==> src/rtl/uart_arb_pkg.sv <==
// uart_arb_pkg: shared definitions for the UART TX arbiter.
//   - arb_state_t and its state encodings (plain localparams for legacy tools)
//   - HDR_TAG: upper bits of the header byte sent ahead of each payload
//   - num_req_ok(): legal range check for the requester count
package uart_arb_pkg;

    typedef logic [2:0] arb_state_t;

    localparam arb_state_t StIdle     = 3'd0;
    localparam arb_state_t StHdrStart = 3'd1;
    localparam arb_state_t StHdrWait  = 3'd2;
    localparam arb_state_t StDatStart = 3'd3;
    localparam arb_state_t StDatWait  = 3'd4;

    localparam logic [7:0] HDR_TAG = 8'hA0;

    localparam int unsigned NumReqMin = 2;
    localparam int unsigned NumReqMax = 16;

    // The header carries the index in its low nibble, so 16 is a hard ceiling.
    function automatic bit num_req_ok(input int unsigned n);
        return (n >= NumReqMin) && (n <= NumReqMax);
    endfunction

endpackage

==> src/rtl/uart_rr_pick.sv <==
// uart_rr_pick: combinational round-robin selector.
//   req_valid  in  NUM_REQ  per-requester request
//   last_grant in  IDX_W    index granted most recently
//   any_valid  out 1        at least one request is pending
//   winner     out IDX_W    first valid index after last_grant (wrapping)
module uart_rr_pick #(
    parameter int NUM_REQ = 4,
    parameter int IDX_W   = $clog2(NUM_REQ)
) (
    input  logic [NUM_REQ-1:0] req_valid,
    input  logic [IDX_W-1:0]   last_grant,
    output logic               any_valid,
    output logic [IDX_W-1:0]   winner
);

    int               sum;
    logic [IDX_W-1:0] cand;

    // Walk offsets from farthest to nearest so the nearest valid index wins.
    always_comb begin
        any_valid = |req_valid;
        winner    = '0;
        sum       = 0;
        cand      = '0;
        for (int k = NUM_REQ; k >= 1; k--) begin
            sum = int'(last_grant) + k;
            if (sum >= NUM_REQ) begin
                sum = sum - NUM_REQ;
            end
            cand = sum[IDX_W-1:0];
            if (req_valid[cand]) begin
                winner = cand;
            end
        end
    end

endmodule

==> src/rtl/uart_tx_arbiter.sv <==
// uart_tx_arbiter: round-robin sharing of one UART transmitter among NUM_REQ
// byte producers, all in the uart_clk domain.
//   uart_clk   in  1                   clock
//   rst_n      in  1                   asynchronous active-low reset
//   req_valid  in  NUM_REQ             per-requester byte available
//   req_data   in  NUM_REQ*DATA_WIDTH  packed bytes, requester i at [i*DW +: DW]
//   req_ready  out NUM_REQ             one-hot pulse: that requester's byte is taken
//   tx_start   out 1                   one-cycle frame launch
//   tx_data    out DATA_WIDTH          byte for the transmitter, stable until tx_done
//   tx_done    in  1                   frame complete pulse
//   grant_id   out IDX_W               current owner of the transmitter
//   arb_busy   out 1                   high whenever not IDLE
// Build option: define UART_TX_ARB_HDR_EN to precede every payload with a
// header frame (HDR_TAG | grant_id).
module uart_tx_arbiter
    import uart_arb_pkg::*;
#(
    parameter int NUM_REQ    = 4,
    parameter int DATA_WIDTH = 8,
    parameter int IDX_W      = $clog2(NUM_REQ)
) (
    input  logic                          uart_clk,
    input  logic                          rst_n,
    input  logic [NUM_REQ-1:0]            req_valid,
    input  logic [NUM_REQ*DATA_WIDTH-1:0] req_data,
    output logic [NUM_REQ-1:0]            req_ready,
    output logic                          tx_start,
    output logic [DATA_WIDTH-1:0]         tx_data,
    input  logic                          tx_done,
    output logic [IDX_W-1:0]              grant_id,
    output logic                          arb_busy
);

    if (!num_req_ok(NUM_REQ)) begin : g_num_req_bad
        $error("uart_tx_arbiter: NUM_REQ must be within 2..16");
    end

    arb_state_t              state_q, state_d;
    logic [NUM_REQ-1:0]      req_ready_q, req_ready_d;
    logic [IDX_W-1:0]        last_grant_q, last_grant_d;
    logic [IDX_W-1:0]        grant_id_q, grant_id_d;
    logic [DATA_WIDTH-1:0]   pend_data_q, pend_data_d;
    logic [DATA_WIDTH-1:0]   tx_data_q, tx_data_d;

    logic                    any_valid;
    logic [IDX_W-1:0]        winner;
    logic                    arb_en;
    logic [DATA_WIDTH-1:0]   first_byte;
    logic [DATA_WIDTH-1:0]   req_bytes [NUM_REQ];

    for (genvar i = 0; i < NUM_REQ; i++) begin : g_unpack
        assign req_bytes[i] = req_data[i*DATA_WIDTH +: DATA_WIDTH];
    end

    uart_rr_pick #(
        .NUM_REQ (NUM_REQ),
        .IDX_W   (IDX_W)
    ) u_pick (
        .req_valid  (req_valid),
        .last_grant (last_grant_q),
        .any_valid  (any_valid),
        .winner     (winner)
    );

    // First byte on the wire for a new grant: header, or the payload itself.
`ifdef UART_TX_ARB_HDR_EN
    logic [7:0] hdr8;
    assign hdr8 = HDR_TAG | 8'(last_grant_q);
    if (DATA_WIDTH > 8) begin : g_hdr_wide
        assign first_byte = {{(DATA_WIDTH - 8){1'b0}}, hdr8};
    end else begin : g_hdr_narrow
        assign first_byte = hdr8[DATA_WIDTH-1:0];
    end
`else
    assign first_byte = pend_data_q;
`endif

    // req_ready_q doubles as "grant pending": the IDLE cycle that shows the
    // pulse launches the frame on its closing edge instead of re-arbitrating.
    always_comb begin
        state_d      = state_q;
        req_ready_d  = '0;
        last_grant_d = last_grant_q;
        grant_id_d   = grant_id_q;
        pend_data_d  = pend_data_q;
        tx_data_d    = tx_data_q;
        arb_en       = 1'b0;

        case (state_q)
            StIdle: begin
                if (req_ready_q != '0) begin
                    grant_id_d = last_grant_q;
                    tx_data_d  = first_byte;
`ifdef UART_TX_ARB_HDR_EN
                    state_d    = StHdrStart;
`else
                    state_d    = StDatStart;
`endif
                end else begin
                    arb_en = 1'b1;
                end
            end
            StHdrStart: begin
`ifdef UART_TX_ARB_HDR_EN
                state_d = StHdrWait;
`else
                state_d = StIdle;
`endif
            end
            StHdrWait: begin
`ifdef UART_TX_ARB_HDR_EN
                if (tx_done) begin
                    tx_data_d = pend_data_q;
                    state_d   = StDatStart;
                end
`else
                state_d = StIdle;
`endif
            end
            StDatStart: begin
                state_d = StDatWait;
            end
            StDatWait: begin
                // Arbitrate on the done edge so the next pulse lands at D+1.
                if (tx_done) begin
                    state_d = StIdle;
                    arb_en  = 1'b1;
                end
            end
            default: begin
                state_d = StIdle;
            end
        endcase

        if (arb_en && any_valid) begin
            req_ready_d[winner] = 1'b1;
            last_grant_d        = winner;
            pend_data_d         = req_bytes[winner];
        end
    end

    always_ff @(posedge uart_clk or negedge rst_n) begin
        if (!rst_n) begin
            state_q      <= StIdle;
            req_ready_q  <= '0;
            last_grant_q <= IDX_W'(NUM_REQ - 1);
            grant_id_q   <= '0;
            pend_data_q  <= '0;
            tx_data_q    <= '0;
        end else begin
            state_q      <= state_d;
            req_ready_q  <= req_ready_d;
            last_grant_q <= last_grant_d;
            grant_id_q   <= grant_id_d;
            pend_data_q  <= pend_data_d;
            tx_data_q    <= tx_data_d;
        end
    end

    assign req_ready = req_ready_q;
    assign tx_start  = (state_q == StDatStart) || (state_q == StHdrStart);
    assign tx_data   = tx_data_q;
    assign grant_id  = grant_id_q;
    assign arb_busy  = (state_q != StIdle);

endmodule

==> config.mk <==
export PLATFORM = sky130hd
export DESIGN_NAME = uart_tx_arbiter
export DESIGN_NICKNAME = d
export VERILOG_FILES = /design/src/rtl/uart_arb_pkg.sv /design/src/rtl/uart_rr_pick.sv /design/src/rtl/uart_tx_arbiter.sv
export SDC_FILE = /design/constraint.sdc
export NUM_CORES = 1
export LEC_CHECK = 0
export ABC_AREA = 1
export CAP_MARGIN = 20
export CORE_MARGIN = 5
export CORE_UTILIZATION = 55
export CTS_BUF_LIST = sky130_fd_sc_hd__clkbuf_8
export DETAILED_ROUTE_END_ITERATION = 8
export DONT_BUFFER_PORTS = 1
export GPL_TIMING_DRIVEN = 1
export HOLD_SLACK_MARGIN = 0.05
export PLACE_DENSITY = 0.71
export SETUP_SLACK_MARGIN = 0.3
export SYNTH_ARGS = -nofsm -noshare
export SYNTH_HDL_FRONTEND = slang
export SYNTH_SLANG_ARGS = --single-unit
==> constraint.sdc <==
create_clock -name uart_clk -period 2.3 [get_ports uart_clk]
set_clock_uncertainty 0.1 [all_clocks]
set_input_delay 0.23 -clock uart_clk [delete_from_list [all_inputs] [get_ports uart_clk]]
set_output_delay 0.23 -clock uart_clk [all_outputs]
set_load 0.02 [all_outputs]
; Word level (Yosys, flattened, before mapping)
; Index checks and enable logic that the tools add are counted.
[classes]
add_sub_neg = 8
multipliers = 0
div_mod_pow = 0
n_lt_le_gt_ge = 11
n_eq_ne = 5
n_shift = 0
n_mux = 28
bitwise = 1
reduce_logical = 9
[op_table]
columns = op, n
row1 = binary-select mux 8 bit (select 2 bit), 1
row2 = two-way mux 2 bit, 8
row3 = two-way mux 8 bit, 2
row4 = "less-than comparator 2 x 3 -> 1 bit, second input constant", 5
row5 = ">= comparator 3 bit, second input constant", 4
row6 = case mux 3 bit (3 select lines), 1
row7 = binary-select mux 1 bit (select 2 bit), 4
row8 = "subtractor 2 x 1 -> 2 bit, second input constant", 4
row9 = two-way mux 1 bit, 7
row10 = "adder 2 x 2 -> 3 bit, second input constant", 2
row11 = two-way mux 3 bit, 2
row12 = "adder 2 x 3 -> 4 bit, second input constant", 1
row13 = ">= comparator 4 x 3 -> 1 bit, second input constant", 1
row14 = two-way mux 4 bit, 1
row15 = "inequality test 2 bit, second input constant", 2
row16 = AND reduction 2 bit, 2
row17 = nonzero test 4 bit, 1
row18 = OR reduction 4 bit, 1
row19 = "adder 2 x 1 -> 3 bit, second input constant", 1
row20 = "equality test 3 x 1 -> 1 bit, second input constant", 1
row21 = "equality test 3 x 2 -> 1 bit, second input constant", 1
row22 = "equality test 3 bit, second input constant", 1
row23 = zero test 3 bit, 1
row24 = inverter 2 -> 3 bit, 1
row25 = 6 further kinds, 7
[totals]
regBits = 27
latch_bits = 0
mem_bits_rw = 0
rom_bits = 0
input_bits = 39
output_inout_bits = 16
elab_cells = 68
n_memories = 0

; Logic depth before layout (Yosys ltp)
; Gate-level depths: netlist of run 1.
[logic_depth]
depth_word = 14
depth_mapped = 16
mapped_depth_nobuf = 14

; Cells and area by module
; Synthesis of run 1 repeated with hierarchy kept, for this count alone.
[hier_totals]
hier_cells = 256
hier_area_um2 = 1717.9
[by_module_without_submodules]
columns = mod, n_inst, cells_per_inst, area_per_inst_um2, seq_area_each_um2
row1 = uart_tx_arbiter, 1, 205, 1451.4, 653.1
row2 = uart_rr_pick, 1, 51, 266.5, 0.0

; Least setup slack after synthesis of run 1
; OpenSTA, ideal clock, no wires.
[synth_timing]
path_type = register to register
from = register last_grant_q[0]
to = register pend_data_q[0], in the netlist first_byte[0]
setup_ns = 0.116
arrival_time_ns = 1.624
required_time_ns = 2.084
setup_slack_ns = 0.459
stages_incl_launch_ff = 16
path_buffers = 2
period_less_slack_ns = 1.841
cell_sequence = dfstp_2 buf_6 inv_8 nand2_2 nand2_4 nand2_2 nand2_2 nand2_4 nand3_4 nand2_8 buf_12 nand2_2 nand3_1 nand2_1 nand2_1 nand2_1
[synth_between]
elab_chain_len = 13
word_cells_on_any_way = 32
cone_classes = add/sub (8) / order compare (4) / mux (19) / bitwise (1)
[synth_rtl]
columns = item, line_no
row1 = start: declaration, uart_tx_arbiter.sv:40  ; logic [IDX_W-1:0] last_grant_q, last_grant_d;
row2 = start signal: assignment, uart_tx_arbiter.sv:146  ; last_grant_q <= IDX_W'(NUM_REQ - 1);
row3 = start signal: assignment, uart_tx_arbiter.sv:153  ; last_grant_q <= last_grant_d;
row4 = adder 2 x 3 -> 4 bit, uart_rr_pick.sv:26  ; sum = int'(last_grant) + k;
row5 = >= comparator 4 x 3 -> 1 bit / subtractor 2 x 1 -> 2 bit (equally long branches), "uart_rr_pick.sv:27, uart_rr_pick.sv:28"
row6 = two-way mux 2 bit, uart_rr_pick.sv:27  ; if (sum >= NUM_REQ) begin
row7 = binary-select mux 1 bit (select 2 bit), uart_rr_pick.sv:31  ; if (req_valid[cand]) begin
row8 = two-way mux 1 bit (not written as such), uart_rr_pick.sv:31
row9 = two-way mux 2 bit (3 in series), uart_rr_pick.sv:31
row10 = two-way mux 2 bit *, uart_rr_pick.sv:31
row11 = inverter 2 -> 3 bit (not written as such) *, uart_tx_arbiter.sv:138  ; pend_data_d = req_bytes[winner];
row12 = binary-select mux 8 bit (select 2 bit) *, uart_tx_arbiter.sv:138
row13 = two-way mux 8 bit (not written as such) * (2 in series), uart_tx_arbiter.sv:138
row14 = end signal: assignment, uart_tx_arbiter.sv:155  ; pend_data_q <= pend_data_d;
row15 = end: declaration, uart_tx_arbiter.sv:42  ; logic [DATA_WIDTH-1:0] pend_data_q, pend_data_d;
; Mark *: on every way between the ends. The rest lies on a longest branch, timed or not. The select of a mux whose other input is x is not followed.
; A chain may end at the register's enable or synchronous reset.

; Worst setup path in the final report of run 1
[layout_timing]
from = register last_grant_q[0]
to = register pend_data_q[3], in the netlist first_byte[3]
; Same word-level chain as after synthesis.

==> summary.md, run 1 <==
| Metric | Value |
|---|---|
| Status | `finished, final reports clean` |
| Area Growth Syn to Fin | `15.4%` |
| Total routed wirelength | `3720 um` |
| Syn_area_per_cell | `7.11 sq um` |
| Number of global-route vias before repair | `~1300` |
| Worst-Margin Slew | `approximately 0.44 ns` |
| Footprint of the multi-input gates | `a little over 900 sq um` |
| IO Count | `55` |
| FF-to-FF setup slack | `around 0.32 ns` |
| CP arrival | `2.10 ns` |
| Root Driver | `clkbuf_8` |
| Layout cells sized above 1 | `a little under a quarter` |
| Initial Util | `a little under three fifths` |
| Die area | `4310 sq um` |
| Leak | `between 0.001 and 0.0015 uW` |
| Capturing point of the worst reg2reg path | `first_byte[3]$_DFFE_PN0P_` |
| CTS tree | `done` |
| Worst-path clk slew | `~0.09 ns` |
| RSZ-0062 raised after global routing | `yes` |
| Crit path buf inv count | `1` |
| Worst rel slew slack | `between 70 and 80%` |
| Latest clock arrival within the worst-skew pair | `between 0.2 and 0.3 ns` |
| Num CTS Buffers | `3` |
| Total grt overflow | `0` |
| Core Footprint | `~3000 sq um` |
| Max Fanout on Critical Path | `9` |
| Final Setup Violations | `0` |
| Routed vias | `about 1500` |
| Slowest-stage cell, CP | `dfstp_2` |
| H-tree Lvls | `1` |
| Ant diodes | `0` |
| Synth top area cells | `dfrtp_1, nand2_1, nand3_1` |
| Fillers | `a little under 300` |
| Final hold vios | `0` |
| Setup TNS Final | `0 ns` |
| Fmax | `around 510 MHz` |
| CTS Sinks | `26` |
| Hold path endpoint | `first_byte[0]$_DFFE_PN0P_` |
| Largest net degree at the start of global routing | `27` |
| Data required, critical path | `about 2.4 ns` |
| Post-Syn Instances | `240` |
| Cell Pwr Density | `approximately 1900 nW/um^2` |
| Number of core rows | `20` |
| Yosys warning count | `0` |
| Clock Tree Buf Depth | `2` |
| FF+latch count, synth | `26` |
| Cell Area, Synth | `between 1500 and 2000 sq um` |
| Drt drc | `0` |
| Placer Congestion | `about 0.75` |
| Die width | `65.7 um` |
| Yosys cell types | `25` |
| Avg Vias per Cell | `between 5 and 6` |
| Chip Height | `65.7 um` |
| Pins Over Slew Limit | `0` |
| Area after DPL | `~1700 sq um` |
| First-pass GRT wire length | `around 5900 um` |
| VDD IR-drop max | `approximately 1200 uV` |
| Hold Crit Class | `primary input to flip-flop` |
| Minimum clock period | `approximately 2 ns` |
| Iteration-0 DRC Markers | `just over 100` |
| GRT Overall Usage | `roughly 18%` |
| Largest area contributor in the netlist | `dfrtp_1` |
| Slowest stage delay, CP | `around 0.7 ns` |
| Hold Path Stages | `6` |
| Final hold slack | `0.157 ns` |
| Initial antenna violation count | `0` |
| Tcrit/Tclk final | `86.1%` |
| CP Cell Sequence | `inv_8 > nand2_2 > nand2_4 > nand2_2 > nand2_1 > nand3_1 > nand2_1 > o21ai_4 > nand3_1 > nand2_1 > nand2_1 > nand2_1` |
| Post-layout net count | `about 300` |
| WS Path Type | `flip-flop to flip-flop` |
| Sequential cell area | `653 sq um` |
| Net count after synthesis | `between 200 and 300` |
| Register area share after synthesis | `about two fifths` |
| Post-DP HPWL | `between 2000 and 3000 um` |
| PortBufs | `0` |
| Worst r2r path cells | `12` |
| Post-synth top area share | `35.2%` |
| Worst R2R Start | `last_grant_q[0]$_DFFE_PN1P_` |
| Design Area, Final | `roughly 2000 sq um` |
| Drt first pass iters | `4` |
| Most frequent CP cell | `nand2_1` |
| Crit end category | `flip-flop` |
| Crit path max-delay family | `simple AND/OR/NAND/NOR gates` |
| Routed Antenna Nets | `0` |
| HP Start | `req_data[8]` |
| Max_cap viols | `0` |
| CP Launch Type | `flip-flop` |
| WL per Instance | `between 10 and 15 um` |
-- sequential cells by signal, summed over array words and instances, names as in the netlist --
| name | cells |
|---|---|
| first_byte | 8 |
| grant_id | 2 |
| last_grant_q | 2 |
| req_ready | 4 |
| state_q | 2 |
| tx_data | 8 |
-- what timing repair did --
item / CTS / global route
gates resized for setup: 1 / 10
pin swaps: 1 / 7
gates cloned: 1 / 4
hold buffers: 3 / 0
setup endpoints to repair: 8 / 11
setup buffers: 3 / 3
endpoints found under the hold margin: 27 / 0
-- cell type report --
type	instances	share of cell area, %
Clock buffer	3	2.10
Clock inverter	1	1.53
Inverter	44	8.90
Multi-Input combinational cell	168	46.9
Sequential cell	26	33.2
Tap cell	33	2.10
Timing Repair Buffer	10	5.34
-- layout by cell type (no fill, tap or decap), drive strengths merged --
| cell | count |
|---|---|
| dlygate4sd3 | 2 |
| nand2 | 113 |
| bufinv | 1 |
| nor3 | 1 |
| inv | 44 |
| a32oi | 1 |
| o21bai | 1 |
| nand3 | 37 |
| buf | 8 |
| nor2 | 8 |
| o21ai | 6 |
| dfstp | 2 |
| nor4 | 1 |
| dfrtp | 24 |
| clkbuf | 3 |
-- logic make-up (layout without fill, tap and decap cells) --
kind of cell / Yosys count / in the layout / share of synthesized area (%)
compound gates: 8 / 8 / 3.16
simple gates: 155 / 160 / 44.5
buf+inv: 51 / 58 / 14.0
flops: 26 / 26 / 38.3
-- report_power, final --
part	switching, uW	internal, uW	leakage (uW)
Sequential	267	679	0.000328
Combinational	1540	851	0.000770
Clock	138	233	0.0000357
-- per-stage QoR --
stage	std cells	setup WS [ns]	total power (uW)	utilization [%]
2_1_floorplan	240	0.459	2680	-
3_3_place_gp	267	0.284	2830	56.3
3_5_place_dp	267	0.227	2860	56.3
4_1_cts	278	0.318	3410	61.8
5_1_grt	285	0.186	4070	65.5
6_report	285	0.320	3710	65.5
-- worst register-to-register path, cell delays in order, from the launching register on --
cell,delay [ns]
dfstp_2,0.68
inv_8,0.07
nand2_2,0.08
nand2_4,0.06
nand2_2,0.09
nand2_1,0.07
nand3_1,0.07
nand2_1,0.10
o21ai_4,0.27
nand3_1,0.13
nand2_1,0.11
nand2_1,0.06
nand2_1,0.05
-- cell usage after synthesis --
| master | count |
|---|---|
| inv_1 | 39 |
| inv_2 | 3 |
| nor2_2 | 1 |
| buf_12 | 1 |
| o21ai_2 | 2 |
| nor3_1 | 1 |
| nand3_1 | 36 |
| nand2_1 | 84 |
| dfstp_2 | 2 |
| dfrtp_1 | 24 |
| o21ai_0 | 4 |
| inv_8 | 1 |
| buf_6 | 2 |
| a32oi_1 | 1 |
| inv_4 | 1 |
| nor4_1 | 1 |
| nand2_4 | 5 |
| nand2_8 | 2 |
| nor2_1 | 7 |
| clkbuf_1 | 1 |
| nand2_2 | 17 |
| nand3_4 | 1 |
| buf_4 | 1 |
| o21bai_1 | 1 |
| buf_2 | 2 |
-- routing by layer --
layer  routed length, um  vias to the layer above  GRT usage (%)
li1                    -                      756              -
met3                 199                        6           2.56
met1                1730                      657           23.5
met4                  85                        0           9.33
met5                   0                        -              0
met2                1710                       56           27.0
-- worst max path at each step --
stage                                      startpoint                        end  slack (ns)  cells after the start
final                     last_grant_q[0]$_DFFE_PN1P_  first_byte[3]$_DFFE_PN0P_        0.32                     12
after CTS                 last_grant_q[0]$_DFFE_PN1P_  first_byte[2]$_DFFE_PN0P_        0.32                     13
after global placement    last_grant_q[0]$_DFFE_PN1P_  first_byte[5]$_DFFE_PN0P_        0.28                     13
after global routing      last_grant_q[0]$_DFFE_PN1P_  first_byte[3]$_DFFE_PN0P_        0.19                     12
after floorplan           last_grant_q[0]$_DFFE_PN1P_  first_byte[0]$_DFFE_PN0P_        0.46                     15
after detailed placement  last_grant_q[0]$_DFFE_PN1P_  first_byte[2]$_DFFE_PN0P_        0.23                     13
(Power assumes the default switching activity.)
==> run 2, diff against run 1 <==
--- a/config.mk
+++ b/config.mk
@@ -5,7 +5,6 @@
 export SDC_FILE = /design/constraint.sdc
 export NUM_CORES = 1
 export LEC_CHECK = 0
-export ABC_AREA = 1
 export CAP_MARGIN = 20
 export CORE_MARGIN = 5
 export CORE_UTILIZATION = 55
==> run 2 against run 1 <==
Flip-flop and latch count unchanged. Maximum frequency increased by 2.2%. Non-clock buffer count fell by 2. Sequential share of layout area up 9.0 points. Utilization shrank 1.7 points. Cell area fell by 21%. Synthesized cell count down 43%. Largest cell class unchanged. Largest power group unchanged.
==> summary.md, run 2 <==
| Metric | Value |
|---|---|
| CTS Sinks | `26` |
| Area Growth Syn to Fin | `12.3%` |
| Fillers | `approximately 210` |
| Async S/R FF share, synth | `100%` |
| CTS tree | `done` |
| Routed Antenna Nets | `0` |
| Cell with the most instances after synthesis | `nand2_1` |
| Fmax | `~520 MHz` |
| Largest area contributor in the netlist | `dfrtp_1` |
| Worst R2R Start | `req_ready[2]$_DFF_PN0_` |
| Hold path endpoint | `state_q[2]$_DFFE_PN0P_` |
| Post-synth top area share | `43.4%` |
| Latest clock arrival within the worst-skew pair | `~0.26 ns` |
| Worst-Margin Slew | `about 0.47 ns` |
| Leading cell type in the layout, fill and taps excluded | `nand2_1` |
| CP Cell Sequence | `nor4_4 > mux2i_2 > nor4bb_1 > buf_4 > o211ai_1 > o221a_2` |
| CP arrival | `slightly below 2 ns` |
| Ys flop type | `dfrtp_1` |
| Data required, critical path | `2.36 ns` |
| Ant diodes | `0` |
| Total grt overflow | `0` |
| RSZ-0062 raised after global routing | `yes` |
| Capturing point of the worst reg2reg path | `first_byte[7]$_DFFE_PN0P_` |
| WS Path Type | `flip-flop to flip-flop` |
| EDFF count, synth | `0` |
| HP Start | `tx_done` |
| Iteration-0 DRC Markers | `45` |
| Drt first pass iters | `4` |
| Number of core rows | `18` |
| Status | `finished, final reports clean` |
| Largest net degree at the start of global routing | `27` |
| Leak | `roughly 0.00070 uW` |
| Footprint of the multi-input gates | `between 600 and 700 sq um` |
| Slowest-stage cell, CP | `dfrtp_2` |
| Die area | `around 3600 sq um` |
| Max Fanout on Critical Path | `8` |
| FF+latch count, synth | `26` |
| Clock Tree Buf Depth | `2` |
| Worst-path clk slew | `0.09 ns` |
| Number of global-route vias before repair | `about 1000` |
| Net count after synthesis | `175` |
| Crit end category | `flip-flop` |
| Initial antenna violation count | `0` |
| Syn_area_per_cell | `a little over 10 sq um` |
| Num CTS Buffers | `3` |
| VDD IR-drop max | `roughly 1000 uV` |
| GRT Overall Usage | `17.5%` |
| Post-layout net count | `183` |
| Worst r2r path cells | `6` |
| Setup TNS Final | `0 ns` |
| Hold Path Stages | `2` |
| Yosys warning count | `0` |
| Total routed wirelength | `approximately 3000 um` |
| Final hold vios | `0` |
| Post-DP HPWL | `~2300 um` |
| Die width | `60.1 um` |
| Drt drc | `0` |
| Pins Over Slew Limit | `0` |
| Crit path max-delay family | `simple AND/OR/NAND/NOR gates` |
| Register area share after synthesis | `roughly 47%` |
| Chip Height | `about 60 um` |
| Cell Area, Synth | `~1400 sq um` |
| Placer Congestion | `roughly 0.82` |
| H-tree Lvls | `1` |
| Cell Pwr Density | `about 1600 nW/um^2` |
| FF-to-FF setup slack | `0.36 ns` |
| Hold Crit Class | `primary input to flip-flop` |
| Minimum clock period | `around 1.9 ns` |
| Synth top area cells | `dfrtp_1, nand2_1, mux2_2` |
| Root Driver | `clkbuf_8` |
| First-pass GRT wire length | `roughly 4700 um` |
| WL per Instance | `approximately 17 um` |
| Max_cap viols | `0` |
| Slowest stage delay, CP | `about 0.48 ns` |
| Layout cells sized above 1 | `about 28%` |
| Most frequent cells in the layout | `nand2_1, dfrtp_1, inv_1` |
| Worst rel slew slack | `68.8%` |
| Final hold slack | `about 0.09 ns` |
| Sequential cell area | `656 sq um` |
| Final Setup Violations | `0` |
| Core Footprint | `between 2000 and 2500 sq um` |
| Routed vias | `approximately 1000` |
| Tcrit/Tclk final | `a little over four fifths` |
| Crit path buf inv count | `1` |
| Post-Syn Instances | `136` |
| CP Launch Type | `flip-flop` |
| Avg Vias per Cell | `roughly 5.8` |
| Synth top cells by count | `nand2_1, dfrtp_1, inv_1` |
| PortBufs | `0` |
| Yosys cell types | `35` |
| IO Count | `55` |
| Initial Util | `56.8%` |
## run 2: changes by cell type in the layout (fill, tap and decap cells not counted), sizes merged, moves of 8 or more
cell,delta
mux2,+8
inv,-34
o221a,+8
nand3,-37
nand2,-85
o211ai,+8
o31ai,+8
## run 2: timing repair
action / CTS / global route
setup endpoints to repair: 8 / 8
pin swaps: 1 / 3
buffers inserted: 2 / 0
resized for setup: 0 / 8
hold buffers: 2 / 0
hold endpoints to repair: 26 / 0
## run 2: logic make-up after synthesis
group           Yosys count  synth area share [%]
compound gates           35                  21.1
mux                      10                  7.96
flops                    26                  47.2
buf+inv                  16                  5.52
simple gates             49                  18.2
## run 2: worst max-delay path by stage
stage,startpoint,to,slack [ns],depth (start not counted)
6_report,req_ready[2]$_DFF_PN0_,first_byte[7]$_DFFE_PN0P_,0.36,6
5_1_grt,req_ready[2]$_DFF_PN0_,first_byte[3]$_DFFE_PN0P_,0.24,6
4_1_cts,req_ready[0]$_DFF_PN0_,first_byte[7]$_DFFE_PN0P_,0.31,6
3_5_place_dp,last_grant_q[1]$_DFFE_PN1P_,first_byte[1]$_DFFE_PN0P_,0.24,5
3_3_place_gp,req_ready[0]$_DFF_PN0_,first_byte[7]$_DFFE_PN0P_,0.29,6
2_1_floorplan,last_grant_q[1]$_DFFE_PN1P_,first_byte[0]$_DFFE_PN0P_,0.30,6
## run 2: worst register-to-register path: stages, from the launching register on
cell,delay [ns]
dfrtp_2,0.48
nor4_4,0.31
mux2i_2,0.14
nor4bb_1,0.34
buf_4,0.21
o211ai_1,0.11
o221a_2,0.14
## run 2: routing by layer
metal  global-route usage, %  vias to the layer above  wire, um
met1                    24.3                      452      1310
met4                    7.59                        0        34
met3                    4.75                        2       292
li1                        -                      505         -
met2                    25.5                       44      1370
met5                       0                        -         0
## run 2: area by class of cell
cell class	count	area share, %
Clock buffer	4	3.55
Inverter	11	2.66
Multi-Input combinational cell	94	44.1
Sequential cell	26	42.2
Tap cell	30	2.42
Timing Repair Buffer	8	5.08
## run 2: stage by stage
stage          utilization, %  power (uW)  area (sq um)  setup slack (ns)  cells
3_5_place_dp             58.2        2090          1420             0.239    165
2_1_floorplan               -        1870          1380             0.302    136
4_1_cts                  62.3        2410          1520             0.312    173
3_3_place_gp             58.2        2050          1420             0.293    165
6_report                 63.8        2480          1550             0.363    173
5_1_grt                  63.8        2670          1550             0.241    173
## run 2: report_power, final
group	switching, uW	total, uW	internal (uW)
clock	138	290	153
sequential	311	1020	707
combinational	617	1170	550
total	1070	2480	1410
